**src/rtl/inst_sram_axi_bridge.sv**
```systemverilog
// Instruction-fetch bridge: SRAM-like request/data_ok port to a single-ID, single-beat AXI read channel.
// Requests are answered strictly in order; up to MAX_OUTST reads may be in flight.
module inst_sram_axi_bridge #(
  parameter int          MAX_OUTST = 2,
  parameter logic [3:0]  ARID_VAL  = 4'h0
) (
  input  logic        clk,
  input  logic        reset,
  input  logic        inst_sram_req,
  input  logic        inst_sram_wr,
  input  logic [1:0]  inst_sram_size,
  input  logic [31:0] inst_sram_addr,
  output logic        inst_sram_addr_ok,
  output logic        inst_sram_data_ok,
  output logic [31:0] inst_sram_rdata,
  output logic [3:0]  arid,
  output logic [31:0] araddr,
  output logic [7:0]  arlen,
  output logic [2:0]  arsize,
  output logic [1:0]  arburst,
  output logic        arvalid,
  input  logic        arready,
  input  logic [3:0]  rid,
  input  logic [31:0] rdata,
  input  logic [1:0]  rresp,
  input  logic        rlast,
  input  logic        rvalid,
  output logic        rready
);

  localparam logic [1:0] MAX_CNT = 2'(MAX_OUTST);

  typedef enum logic {AR_IDLE, AR_SEND} ar_state_t;

  ar_state_t   r_state;
  logic [1:0]  r_cnt;
  logic        r_arvalid;
  logic [31:0] r_araddr;
  logic [2:0]  r_arsize;
  logic        r_rready;
  logic        r_data_ok;
  logic [31:0] r_rdata;

  logic        w_addr_ok;
  logic        w_ar_hs;
  logic        w_r_hs;
  logic [1:0]  w_cnt_next;
  logic        w_unused;

  // Single ID and arlen=0: ordering and beat boundaries are implicit, response is not acted on.
  assign w_unused = ^{rid, rresp, rlast};

  assign w_addr_ok = ~reset & inst_sram_req & ~inst_sram_wr &
                     (r_state == AR_IDLE) & (r_cnt < MAX_CNT);
  assign w_ar_hs   = r_arvalid & arready;
  assign w_r_hs    = rvalid & r_rready;

  always_comb begin
    w_cnt_next = r_cnt;
    case ({w_addr_ok, w_r_hs})
      2'b10:   w_cnt_next = r_cnt + 2'd1;
      2'b01:   w_cnt_next = r_cnt - 2'd1;
      default: w_cnt_next = r_cnt;
    endcase
  end

  // AR channel FSM: one accepted request is held on AR until the slave takes it.
  always_ff @(posedge clk) begin
    if (reset) begin
      r_state   <= AR_IDLE;
      r_arvalid <= 1'b0;
      r_araddr  <= 32'h0;
      r_arsize  <= 3'b000;
    end else begin
      case (r_state)
        AR_IDLE: begin
          if (w_addr_ok) begin
            r_state   <= AR_SEND;
            r_arvalid <= 1'b1;
            r_araddr  <= inst_sram_addr;
            r_arsize  <= {1'b0, inst_sram_size};
          end
        end
        AR_SEND: begin
          if (w_ar_hs) begin
            r_state   <= AR_IDLE;
            r_arvalid <= 1'b0;
          end
        end
        default: begin
          r_state   <= AR_IDLE;
          r_arvalid <= 1'b0;
        end
      endcase
    end
  end

  // Outstanding tracking and R return path; rready only while something is owed.
  always_ff @(posedge clk) begin
    if (reset) begin
      r_cnt     <= 2'd0;
      r_rready  <= 1'b0;
      r_data_ok <= 1'b0;
      r_rdata   <= 32'h0;
    end else begin
      r_cnt     <= w_cnt_next;
      r_rready  <= (w_cnt_next != 2'd0);
      r_data_ok <= w_r_hs;
      if (w_r_hs) r_rdata <= rdata;
    end
  end

  assign inst_sram_addr_ok = w_addr_ok;
  assign inst_sram_data_ok = r_data_ok;
  assign inst_sram_rdata   = r_rdata;
  assign arid              = ARID_VAL;
  assign araddr            = r_araddr;
  assign arlen             = 8'd0;
  assign arsize            = r_arsize;
  assign arburst           = 2'b01;
  assign arvalid           = r_arvalid;
  assign rready            = r_rready;

endmodule
```
**config.mk**
```make
export PLATFORM = sky130hd
export DESIGN_NAME = inst_sram_axi_bridge
export DESIGN_NICKNAME = d
export VERILOG_FILES = /design/src/rtl/inst_sram_axi_bridge.sv
export SDC_FILE = /design/constraint.sdc
export NUM_CORES = 1
export LEC_CHECK = 0
export BUFFER_PORTS_ARGS = -buffer_cell sky130_fd_sc_hd__buf_2
export CAP_MARGIN = 20
export CORE_MARGIN = 2
export CORE_UTILIZATION = 44
export CTS_BUF_LIST = sky130_fd_sc_hd__clkbuf_8
export CTS_CLUSTER_DIAMETER = 40
export DETAILED_ROUTE_END_ITERATION = 8
export GPL_ROUTABILITY_DRIVEN = 0
export PLACE_DENSITY = 0.82
export SYNTH_ARGS = -nofsm -noshare
export SYNTH_HDL_FRONTEND = slang
export SYNTH_SLANG_ARGS = --single-unit
```
**constraint.sdc**
```tcl
create_clock -name clk -period 4.3 [get_ports clk]
set_input_delay 0.86 -clock clk [delete_from_list [all_inputs] [get_ports clk]]
set_output_delay 0.86 -clock clk [all_outputs]
set_load 0.02 [all_outputs]
```
-- Word level (Yosys, flattened, before mapping)
Cells that the tools add are included.
- latch bits: 0
- output and inout bits: 85
- memories: 0
- ROM bits: 0
- register bits: 72
- bits in writable memories: 0
- add/sub/neg operators: 2
- reductions and logical operators: 3
- multiplexer cells: 7
- shift-type cells: 0
- equality and inequality tests: 4
- $lt $le $gt $ge: 1
- multipliers: 0
- div/mod/pow operators: 0
- bitwise gates (word level): 9
- operators by type and width (kind ; number):
    $and 1x1->1 ; 6
    $mux 1 ; 4
    $pmux 1 s2 ; 2
    $pmux 2 s2 ; 1
    $reduce_and 2->1 ; 2
    $not 1->1 ; 3
    $add 2x1->2 const B ; 1
    $eq 2x1->1 const B ; 1
    $eq 2x2->1 const B ; 1
    $lt 2x2->1 const B ; 1
    $ne 2x1->1 const B ; 1
    $ne 2x2->1 const B ; 1
    $reduce_bool 2->1 ; 1
    $sub 2x1->2 const B ; 1

-- Logic depth before layout (Yosys ltp)
- word-level depth: 8
- depth in mapped cells: 7
- depth with buffers taken out: 6

-- Worst setup path before layout
Ideal clock, no wire load.
- path type: input port to output port
- start: input port inst_sram_wr
- end: output port inst_sram_addr_ok
- buffers on the path: 0
- stages on the path: 3
- data arrival time: 1.645 ns
- setup slack: 1.795 ns
- cell sequence: nor4b_4 > nand2b_1 > inv_1
- word-level cells in the longest chain between the ends: 4
- ends and longest elaborated chain (what ; RTL line ; RTL):
    start: declaration ; 10 ; input logic inst_sram_wr,
    $not 1->1 ; 53 ; assign w_addr_ok = ~reset & inst_sram_req & ~inst_sram_wr &
    $and 1x1->1 (2 in series) ; 53 ;
    $and 1x1->1 ; 54 ; (r_state == AR_IDLE) & (r_cnt < MAX_CNT);
    end: declaration ; 13 ; output logic inst_sram_addr_ok,
No other way between the ends.

-- Worst setup path in the final report
Same ends and word-level chain as after synthesis.

==> flow_metrics.py <==
metrics = {
    "run_status": {
        "outcome": "complete, no violations",
    },
    "yosys": {
        "ys_seq_area_share_pct": 54.0,
        "synth_area_leaders": "dfxtp_1 (54%), nand2_1 (19%), a21oi_1 (13%)",
        "synth_edf_count": 0,
        "async_reset_ff_share_pct": 0,
        "syn_area_um2": 2670,
        "syn_area_per_cell_um2": 8.04,
        "ys_types": 21,
        "synth_common_cells": "nand2_1 (135), dfxtp_1 (72), a21oi_1 (69)",
        "synth-main-ff-cell": "dfxtp_1",
        "synth_cells": 332,
        "ys_warn_count": 0,
        "synth_top_area_share_pct": 54.0,
        "ys_ff_latch": 72,
        "yosysMostFrequentCell": "nand2_1",
        "yosysTopAreaCell": "dfxtp_1",
    },
    "timing": {
        "setup_viol": 0,
        "max-slew-margin-rel_pct": 35.9,
        "tns_ps": 0,
        "skew_ps": 7.07,
        "rsz0062_at_grt": "no",
        "tightest_slew_ps": 960,
        "period_minus_slack_ps": 2450,
        "whs_ps": 452,
        "finalCritPeriodShare_pct": 56.9,
        "fmaxAchievable_mhz": 409,
        "drv_slew": 0,
        "hold_viol": 0,
    },
    "die": {
        "num_rows": 28,
        "fp.dieW_um": 81.9,
        "fp.coreArea_um2": 5890,
        "dieArea_um2": 6710,
        "fp.dieH_um": 81.9,
        "ios": 164,
        "start_util_pct": 45.4,
    },
    "pwr": {
        "p_per_area_nw_per_um2": 403,
        "p_leak_nw": 1.66,
        "ir_drop_mv": 0.271,
    },
    "setup_path": {
        "worst-r2r-cell-count": 5,
        "timing.reg2reg.setup_slack_ps": 2190,
        "start_kind": "input port",
        "r2r_end": "r_cnt[1]",
        "cp_data_arrival_time_ps": 1590,
        "critPathCaptureType": "primary output",
        "crit_required_ps": 3440,
        "timing_worst_setup_path_type": "input port to primary output",
        "r2r-start": "rready",
        "crit_fanout": 2,
    },
    "detailed_routing": {
        "drt-pass1-iter-count": 4,
        "drtAntennaViolNets": 0,
        "drc": 0,
        "post_drt_wl_per_cell_um": 11.2,
        "wl_um": 6090,
        "viasPerCell": 4.60,
        "drt_iter0_drc": 78,
        "vias": 2505,
    },
    "clocking": {
        "cts_setup_buffers": 0,
        "cts_resized": 0,
        "cts_buffers": 9,
        "clock_latency_ps": 340,
        "ctsHoldBuffers": 0,
        "cts.sinks": 72,
        "cts_tree": "yes",
        "cts_htree_levels": 3,
        "cts_root_buf": "clkbuf_8",
        "clock_path_buffers": 2,
        "clk_pin_slew_ps": 70,
    },
    "global_routing": {
        "grt_usage_pct": 17.7,
        "grt_overflow": 0,
        "grt-busiest-layer": "met2",
        "grt_pass1_vias": 2153,
        "use_met3_pct": 6.26,
        "grt_pass1_wl_um": 9070,
        "grt_start_max_net_pins": 73,
        "grt_use_met2_pct": 30.2,
        "grt_util_met1_pct": 19.1,
        "antenna_found_initial": 0,
    },
    "run": {
        "maxCapViolCount": 0,
    },
    "cells_and_area": {
        "syn_to_final_growth_pct": 31.2,
        "stdcell_area_um2": 3500,
        "diodes": 0,
        "num-fill-cells": 542,
        "fin_util_pct": 59.5,
        "drive_above_1_share_pct": 34.1,
        "num-nets-final": 545,
    },
    "worst_hold_path": {
        "min-delay-start": "inst_sram_rdata[16]",
        "min_to": "inst_sram_rdata[16]",
        "hold_class": "register to register",
        "hold_depth": 2,
    },
    "placement": {
        "dpl_cell_area_um2": 3300,
        "post-dp-hpwl_um": 4270,
        "port_buffers": 141,
    },
}
cells in the final DEF, fill, tap and decap left out, drive strengths merged, types with 2 or more instances in the layout:
master  netlist  final
nor2          5      5
clkinv        0      2
xnor2         2      2
buf          25    145
conb          2     15
inv           2      3
a21oi        69     69
clkbuf       11     11
dfxtp        72     72
nand2       135    135
sequential cells by signal, summed over array words and instances, names as in the netlist:
name,count
r_cnt,2
araddr,32
r_state,1
rready,1
inst_sram_rdata,32
arvalid,1
inst_sram_data_ok,1
arsize,2
cell families after synthesis:
group,after synthesis,synth area share (%)
flops,72,54.0
other cells,2,0.281
buf+inv,38,9.18
simple gates,145,21.7
fa+ha+maj,1,0.469
compound gates,71,13.4
xor+xnor,3,0.984
layout make-up:
cell class	count	area (µm²)	share of cell area (%)
sequential	72	1440	41.1
multi-input combinational	235	1030	29.5
timing repair buffer	145	756	21.6
clock buffer	11	151	4.32
tap	75	93.8	2.68
clock inverter	4	21.3	0.607
inverter	2	7.51	0.214
worst max-delay path, cell delays in order:
cell	delay [ps]
buf_2	120
nor4b_4	260
nand2b_1	130
inv_1	60
buf_2	160
worst max-delay path by stage:
stage / from / endpoint / slack, ps
floorplan: inst_sram_wr / inst_sram_addr_ok / 1800
global placement: rvalid / r_cnt[1] / 1630
detailed placement: rvalid / r_cnt[1] / 1610
CTS: inst_sram_wr / inst_sram_addr_ok / 1850
global route: inst_sram_wr / inst_sram_addr_ok / 1790
finish: inst_sram_wr / inst_sram_addr_ok / 1850
per-layer routing:
layer	vias up	wire length (µm)
met5	-	0
met4	0	141
met3	12	594
met2	101	2830
met1	1097	2530
li1	1295	-
where the power goes:
group | leakage (nW) | switching, mW | internal (mW)
registers | 0.586 | 0.0196 | 0.704
clock network | 0.0924 | 0.233 | 0.234
logic | 0.983 | 0.141 | 0.0816
total | 1.66 | 0.394 | 1.02
stage by stage:
| stage | std cells | power (mW) | worst slack, ps |
|---|---|---|---|
| 2_1_floorplan | 345 | 0.894 | 1800 |
| 3_3_place_gp | 528 | 0.954 | 1630 |
| 3_5_place_dp | 528 | 0.959 | 1610 |
| 4_1_cts | 543 | 1.43 | 1850 |
| 5_1_grt | 544 | 1.49 | 1790 |
| 6_report | 544 | 1.41 | 1850 |
(Power assumes the default switching activity.)
